`config.mk`:
```
export PLATFORM = sky130hd
export DESIGN_NAME = cfg_stream_loader
export DESIGN_NICKNAME = d
export VERILOG_FILES = /design/src/rtl/cfg_loader_pkg.sv /design/src/rtl/cfg_onehot_dec.sv /design/src/rtl/cfg_stream_loader.sv
export SDC_FILE = /design/constraint.sdc
export NUM_CORES = 1
export LEC_CHECK = 0
export CAP_MARGIN = 25
export CORE_MARGIN = 2
export CORE_UTILIZATION = 49
export DETAILED_ROUTE_END_ITERATION = 6
export PLACE_DENSITY = 0.74
export REMOVE_ABC_BUFFERS = 1
export SETUP_SLACK_MARGIN = 0.15
export SLEW_MARGIN = 20
export SYNTH_ARGS = -nofsm -noshare
export SYNTH_HDL_FRONTEND = slang
export SYNTH_HIERARCHICAL = 1
export SYNTH_SLANG_ARGS = --single-unit
```
`constraint.sdc`:
```
create_clock -name conf -period 1.95 [get_ports conf]
set_input_delay 0.2925 -clock conf [delete_from_list [all_inputs] [get_ports conf]]
set_output_delay 0.2925 -clock conf [all_outputs]
set_load 0.1 [all_outputs]
```
`src/rtl/cfg_loader_pkg.sv`:
```
// Shared types and constants for the configuration stream loader.
// Covers the parser state encoding, the frame markers and the frame-field widths.
package cfg_loader_pkg;

    localparam int unsigned BYTE_W      = 8;
    localparam int unsigned TILE_W      = 8;
    localparam int unsigned LEN_W       = 8;
    localparam int unsigned FRAME_CNT_W = 16;

    localparam logic [BYTE_W-1:0] SYNC_BYTE_DEF = 8'hA5;
    localparam logic [TILE_W-1:0] END_TILE_DEF  = 8'hFF;

    typedef enum logic [2:0] {
        S_HUNT,
        S_TILE,
        S_ADDR_H,
        S_ADDR_L,
        S_LEN,
        S_DATA,
        S_CSUM,
        S_DONE
    } state_t;

endpackage

```
`src/rtl/cfg_onehot_dec.sv`:
```
// Tile index to one-hot select decoder.
// Any index at or beyond NB_TILES decodes to all zeros.
module cfg_onehot_dec #(
    parameter int unsigned NB_TILES = 16,
    parameter int unsigned IDX_W    = 8
) (
    input  logic [IDX_W-1:0]    idx,
    output logic [NB_TILES-1:0] onehot
);

    always_comb begin
        onehot = '0;
        for (int unsigned i = 0; i < NB_TILES; i++) begin
            if (32'(idx) == i) onehot[i] = 1'b1;
        end
    end

endmodule

```
`src/rtl/cfg_stream_loader.sv`:
```
// Framed byte-stream parser producing one-cycle tile write strobes.
// Frames are checksummed; completion and error status are sticky until reset.
module cfg_stream_loader
    import cfg_loader_pkg::*;
#(
    parameter int unsigned       NB_TILES  = 16,
    parameter int unsigned       ADDR_W    = 10,
    parameter int unsigned       DATA_W    = 8,
    parameter logic [BYTE_W-1:0] SYNC_BYTE = SYNC_BYTE_DEF,
    parameter logic [TILE_W-1:0] END_TILE  = END_TILE_DEF
) (
    input  logic                   conf,
    input  logic                   reset,
    input  logic [DATA_W-1:0]      in_data,
    input  logic                   in_valid,
    output logic                   in_ready,
    output logic [NB_TILES-1:0]    select_tile,
    output logic [ADDR_W-1:0]      address_tile,
    output logic [DATA_W-1:0]      data_tile,
    output logic                   cfg_done,
    output logic                   cfg_error,
    output logic [FRAME_CNT_W-1:0] frame_count
);

    state_t                state;
    logic [TILE_W-1:0]     tile;
    logic [DATA_W-1:0]     addr_h;
    logic [DATA_W-1:0]     csum;
    logic [LEN_W-1:0]      remaining;
    logic [ADDR_W-1:0]     addr;
    logic [NB_TILES-1:0]   tile_sel;
    logic [2*DATA_W-1:0]   addr_full;
    logic                  accept;
    logic                  tile_bad;

    assign accept    = in_valid && in_ready;
    assign addr_full = {addr_h, in_data};
    assign tile_bad  = (32'(tile) >= NB_TILES) && (tile != END_TILE);

    // END_TILE and invalid indices both decode to zero, so their data bytes strobe nothing.
    cfg_onehot_dec #(
        .NB_TILES (NB_TILES),
        .IDX_W    (TILE_W)
    ) u_dec (
        .idx    (tile),
        .onehot (tile_sel)
    );

    always_ff @(posedge conf or negedge reset) begin
        if (!reset) begin
            state        <= S_HUNT;
            in_ready     <= 1'b1;
            select_tile  <= '0;
            address_tile <= '0;
            data_tile    <= '0;
            cfg_done     <= 1'b0;
            cfg_error    <= 1'b0;
            frame_count  <= '0;
            tile         <= '0;
            addr_h       <= '0;
            addr         <= '0;
            remaining    <= '0;
            csum         <= '0;
        end else begin
            select_tile <= '0;
            if (accept) begin
                case (state)
                    S_HUNT: begin
                        if (in_data == SYNC_BYTE) state <= S_TILE;
                    end
                    S_TILE: begin
                        tile  <= in_data;
                        csum  <= in_data;
                        state <= S_ADDR_H;
                    end
                    S_ADDR_H: begin
                        addr_h <= in_data;
                        csum   <= csum ^ in_data;
                        state  <= S_ADDR_L;
                    end
                    S_ADDR_L: begin
                        addr  <= addr_full[ADDR_W-1:0];
                        csum  <= csum ^ in_data;
                        state <= S_LEN;
                    end
                    S_LEN: begin
                        remaining <= in_data;
                        csum      <= csum ^ in_data;
                        state     <= (in_data == '0) ? S_CSUM : S_DATA;
                    end
                    S_DATA: begin
                        select_tile  <= tile_sel;
                        address_tile <= addr;
                        data_tile    <= in_data;
                        addr         <= addr + ADDR_W'(1);
                        remaining    <= remaining - LEN_W'(1);
                        csum         <= csum ^ in_data;
                        if (remaining == LEN_W'(1)) state <= S_CSUM;
                    end
                    S_CSUM: begin
                        if (tile_bad || in_data != csum) begin
                            cfg_error <= 1'b1;
                            state     <= S_HUNT;
                        end else begin
                            if (frame_count != '1) frame_count <= frame_count + FRAME_CNT_W'(1);
                            if (tile == END_TILE) begin
                                state    <= S_DONE;
                                in_ready <= 1'b0;
                                cfg_done <= 1'b1;
                            end else begin
                                state <= S_HUNT;
                            end
                        end
                    end
                    S_DONE: begin
                    end
                    default: state <= S_HUNT;
                endcase
            end
        end
    end

endmodule

```
# After elaboration in Yosys (flattened, before gate mapping)
# Cells that the tools add are included.
[totals]
romBits = 0
latch_bits = 0
ramBits = 0
register_bits = 92
memories = 0
input_bits = 11
out_inout_bits = 53
[op_classes]
addsub = 3
div = 0
n_shift = 0
n_reduce_logical = 21
multipliers = 0
n_mux = 27
n_lt_le_gt_ge = 1
eq_ne = 29
bitwise = 2
[op_table]
columns = ["operator", "count"]
rows = [
  ["$eq 8x4->1 const B", 8],
  ["$eq 8x3->1 const B", 4],
  ["$mux 16", 2],
  ["$pmux 8 s2", 2],
  ["$pmux 3 s7", 1],
  ["$pmux 10 s2", 1],
  ["$add 16x1->16 const B", 1],
  ["$eq 8x1->1 const B", 2],
  ["$eq 8x2->1 const B", 2],
  ["$eq 8x8->1 const B", 2],
  ["$logic_not 8->1", 2],
  ["$mux 1", 16],
  ["$ne 16x16->1 const B", 1],
  ["$mux 3", 4],
  ["$reduce_and 2->1", 6],
  ["$reduce_and 4->1", 3],
  ["$add 10x1->10 const B", 1],
  ["$eq 3x3->1 const B", 3],
  ["$ge 8x5->1 const B", 1],
  ["$ne 8x8->1", 1],
  ["$ne 8x8->1 const B", 1],
  ["$sub 8x1->8 const B", 1],
  ["$xor 8x8->8", 1],
  ["$reduce_bool 7->1", 1],
  ["11 further kinds", 16],
]

# Longest topological paths before layout
[logic_depth]
ltp_word = 5
depth_mapped = 8
mapped_depth_nobuf = 7

# Modules after synthesis
# Netlist, hierarchy kept.
[by_module_without_submodules]
columns = ["module", "cells_per_inst", "area_each_um2", "seq_area_each_um2", "n_inst"]
rows = [
  ["cfg_stream_loader", 408, 4404.2, 2303.5, 1],
  ["cfg_onehot_dec", 26, 142.6, 0.0, 1],
]

# Worst setup path before layout
# OpenSTA, ideal clock, no wires.
[synth_timing]
kind = "reg-to-reg"
start = "register frame_count[0]"
end = "register frame_count[1]"
t_required_ps = 1823
arrival_time_ps = 2442
setup_time_ps = 127
stages_incl_launch_ff = 7
slack_ps = -618
path_cell_list = "dfrtp_1 -> ha_1 -> nand4_1 -> nor4_4 -> nand2_1 -> and2_2 -> mux2_4"
[synth_via]
elab_chain_len = 2
[synth_lines]
columns = ["element", "line", "text"]
rows = [
  ["from (decl)", "cfg_stream_loader.sv:22", "output logic [FRAME_CNT_W-1:0] frame_count"],
  ["from (signal assigned)", "cfg_stream_loader.sv:105", "if (frame_count != '1) frame_count <= frame_count + FRAME_CNT_W'(1);"],
  ["parallel branches: the longest is 2 deep, another holds $add 16x1->16", "n/a", ""],
]
# Several ways; the timed one is not identified.
# A chain may end at the register's enable or synchronous reset.

# Worst setup path after layout
[layout_timing]
start = "register tile[5]"
end = "register frame_count[1]"
[layout_via]
elab_chain_len = 5
[layout_lines]
columns = ["element", "line", "text"]
rows = [
  ["from (decl)", "cfg_stream_loader.sv:26", "logic [TILE_W-1:0] tile;"],
  ["from (signal assigned)", "cfg_stream_loader.sv:72", "tile <= in_data;"],
  ["$ge 8x5->1 or $ne 8x8->1 (tied branches)", "cfg_stream_loader.sv:38", "assign tile_bad = (32'(tile) >= NB_TILES) && (tile != END_TILE);"],
  ["$logic_and 1x1->1 (*)", "cfg_stream_loader.sv:38", ""],
  ["$logic_or 1x1->1 (*)", "cfg_stream_loader.sv:101", "if (tile_bad || in_data != csum) begin"],
  ["$not 1->1 (no line) (*)", "n/a", ""],
  ["$reduce_and 4->1 (no line) (*)", "n/a", ""],
]
# Mark *: on every way between the ends. The rest lies on a longest branch, timed or not.

==> results.sh <==
export IMPL_finalWorstSetupSlack_ns=-0.0354
export IMPL_hold_ws_ns=0.391
export IMPL_grt_max_degree=50
export IMPL_wl_per_cell_um=15.6
export IMPL_yosys_warnings=6
export IMPL_post_route_min_period_ns=1.99
export IMPL_fin_nets=540
export IMPL_grt_overflow=0
export IMPL_worstSetupStartpointType="flip-flop"
export IMPL_cts_tree="built"
export IMPL_dieArea_sq_um=10100
export IMPL_rr_endpoint="frame_count[1]"
export IMPL_gp_congestion=0.888
export IMPL_worstPathRequired_ns=2.19
export IMPL_multi_input_area_sq_um=2090
export IMPL_root_buffer="clkbuf_8"
export IMPL_fin_crit_sh=1.02
export IMPL_muxShareOfSynthArea=0.0773
export IMPL_yosys_register_bits=92
export IMPL_die_h_um=100
export IMPL_mostFrequentLayoutCells="buf_4 (95), dfrtp_1 (90), a21oi_1 (32)"
export IMPL_status="finished with violations"
export IMPL_syn_area_per_cell_sq_um=10.5
export IMPL_clockBufferDepth=2
export IMPL_drt_iter0_markers=147
export IMPL_yosysUniqueCellTypes=51
export IMPL_die_w_um=100
export IMPL_relSlewSlack=0.751
export IMPL_clk_insertion_delay_late_ns=0.36
export IMPL_grt_pass1_vias=3461
export IMPL_cts_sinks=92
export IMPL_synth_simple_area_share=0.201
export IMPL_viasPerCell=5.65
export IMPL_end_kind="flip-flop"
export IMPL_critPathMaxFanout=4
export IMPL_violations="negative setup slack"
export IMPL_arrival_ns=2.23
export IMPL_worstMarginPinSlew_ns=0.374
export IMPL_num_antenna_cells=0
export IMPL_peakVddDrop_uv=383
export IMPL_setup_worst_path_start="tile[5]"
export IMPL_coreArea_sq_um=9110
export IMPL_final_common_cell="buf_4"
export IMPL_synth_compound_area_frac=0.111
export IMPL_fillers=754
export IMPL_dr_pass1_iters=5
export IMPL_power_density_nw_per_um2=587
export IMPL_drive_gt1_frac=0.321
export IMPL_finalHoldViolations=0
export IMPL_dp_hpwl_mm=7.18
export IMPL_grt_pass1_wl_mm=16.8
export IMPL_syn_area_sq_um=4550
export IMPL_utilization=0.623
export IMPL_synth_edf_count=0
export IMPL_ys_flop_type="dfrtp_1"
export IMPL_cts_inserted_buffers=9
export IMPL_regArea_sq_um=2300
export IMPL_floorplan_initialDensity=0.499
export IMPL_slew_violations=0
export IMPL_synthXorXnorAreaFrac=0.0479
export IMPL_cts_clk_slew_worst_paths_ns=0.09
export IMPL_synthArstFlopShare=1.00
export IMPL_port_buffers=63
export IMPL_routed_wl_mm=9.98
export IMPL_crit_end="frame_count[1]"
export IMPL_clock_fmax_mhz=504
export IMPL_p_leak_nw=2.77
export IMPL_vias=3619
export IMPL_drtAntennaViolNets=0
export IMPL_r2r_start="tile[5]"
export IMPL_cts_max_level=3
export IMPL_drcViolationCount=0
export IMPL_grt_setup_unrepaired="yes"
export IMPL_finalSetupViolations=1
export IMPL_synthCells=434
export IMPL_hp_class="input pin to async pin"
export IMPL_r2r_slack_ns=-0.04
export IMPL_ios=64
export IMPL_synthAdderAreaFrac=0.0110
export IMPL_reg2reg_depth=6
export IMPL_maxCapViolations=0
export IMPL_fin_skew_ns=0.0103
export IMPL_track_usage=0.210
export IMPL_synth_top_family_by_area="simple AND/OR/NAND/NOR gates"
export IMPL_synth_seq_area_share=0.507
export IMPL_area_growth_pct=24.7
export IMPL_path_class="flip-flop to flip-flop"
export IMPL_std_cell_rows=35
export IMPL_antenna_found_initial=0
[where the power goes]
| group | internal [mW] | switching, mW |
|---|---|---|
| sequential | 1.91 | 0 |
| clock | 0.633 | 0.660 |
| combinational | 0.0499 | 0.0815 |
| total | 2.59 | 0.742 |
[critical path, cell delays in order, from the launching register on]
cell and delay (ns):
dfrtp_1 0.41, or4_4 0.53, o21ai_2 0.08, nor4b_4 0.22, buf_4 0.18, and2_4 0.15, mux2_4 0.29
[registers in the layout, indices dropped and copies added (netlist names), 2 cells and up]
| name | count |
|---|---|
| remaining | 8 |
| state | 3 |
| data_tile | 8 |
| select_tile | 16 |
| csum | 8 |
| addr | 10 |
| frame_count | 16 |
| addr_h | 2 |
| address_tile | 10 |
| tile | 8 |
[metrics by stage]
step	TNS [ns]	cell area (sq um)	total power, mW	setup WS [ns]	std cells
after floorplan	-20.66	4370	1.97	-0.740	404
after global placement	-3.97	5370	2.07	-0.228	621
after detailed placement	-4.44	5370	2.07	-0.262	621
after CTS	0	5620	3.37	0.00127	641
after global routing	-0.979	5670	3.45	-0.117	641
final	-0.0354	5670	3.33	-0.0354	641
[routing by layer]
layer  track usage  part of all wire  up-vias
met5             0                 0        -
met4        0.0632             0.016        0
met3        0.0411             0.044       16
met2         0.349              0.48      104
met1         0.279              0.46     1745
li1              -                 -     1754
[synthesized netlist by cell type, drive strengths merged (7+ instances only)]
cell	number	area share
a21oi	33	0.036
and3	22	0.030
buf	17	0.027
clkbuf	13	0.013
dfrtp	91	0.50
inv	7	0.0058
mux2	30	0.075
nand2	26	0.021
nand3	18	0.020
nand4	18	0.026
nor2	23	0.019
nor3	17	0.019
nor4	8	0.014
o21ai	26	0.029
or4	7	0.013
xnor2	22	0.042
[cells by family (layout without fill, tap and decap cells)]
kind of cell / Yosys count / after routing
AOI/OAI and AO/OA: 85 / 85
xor gates and xnor gates: 24 / 24
adders and majority gates: 4 / 4
buffers and inverters: 37 / 133
DFF: 92 / 92
muxes: 31 / 31
and+or+nand+nor: 161 / 161
[area by class of cell]
cell class	count	share of cell area
clock buffers	11	0.0249
repair buffers	110	0.160
well taps	111	0.0245
flip-flops and latches	92	0.406
inverters	7	0.00463
clock inverters	5	0.0106
multi-input cells	305	0.369
[worst min path at each step]
stage	end	slack (ns)	cells past startpoint
finish	select_tile[1]	0.39	2
global route	select_tile[9]	0.41	2
CTS	select_tile[0]	0.40	2
detailed placement	select_tile[0]	0.24	1
global placement	select_tile[0]	0.24	1
floorplan	addr[0]	-0.003	0
[timing repair]
| item | 4_1_cts | 5_1_grt |
|---|---|---|
| hold endpoints to repair | 28 | 0 |
| resized for setup | 4 | 11 |
| gates cloned | 1 | 0 |
| setup endpoints to repair | 34 | 40 |
| hold buffers | 1 | 0 |
| pin swaps | 10 | 13 |
| buffers inserted | 2 | 0 |
No activity file was read; power rests on OpenSTA's default activity.
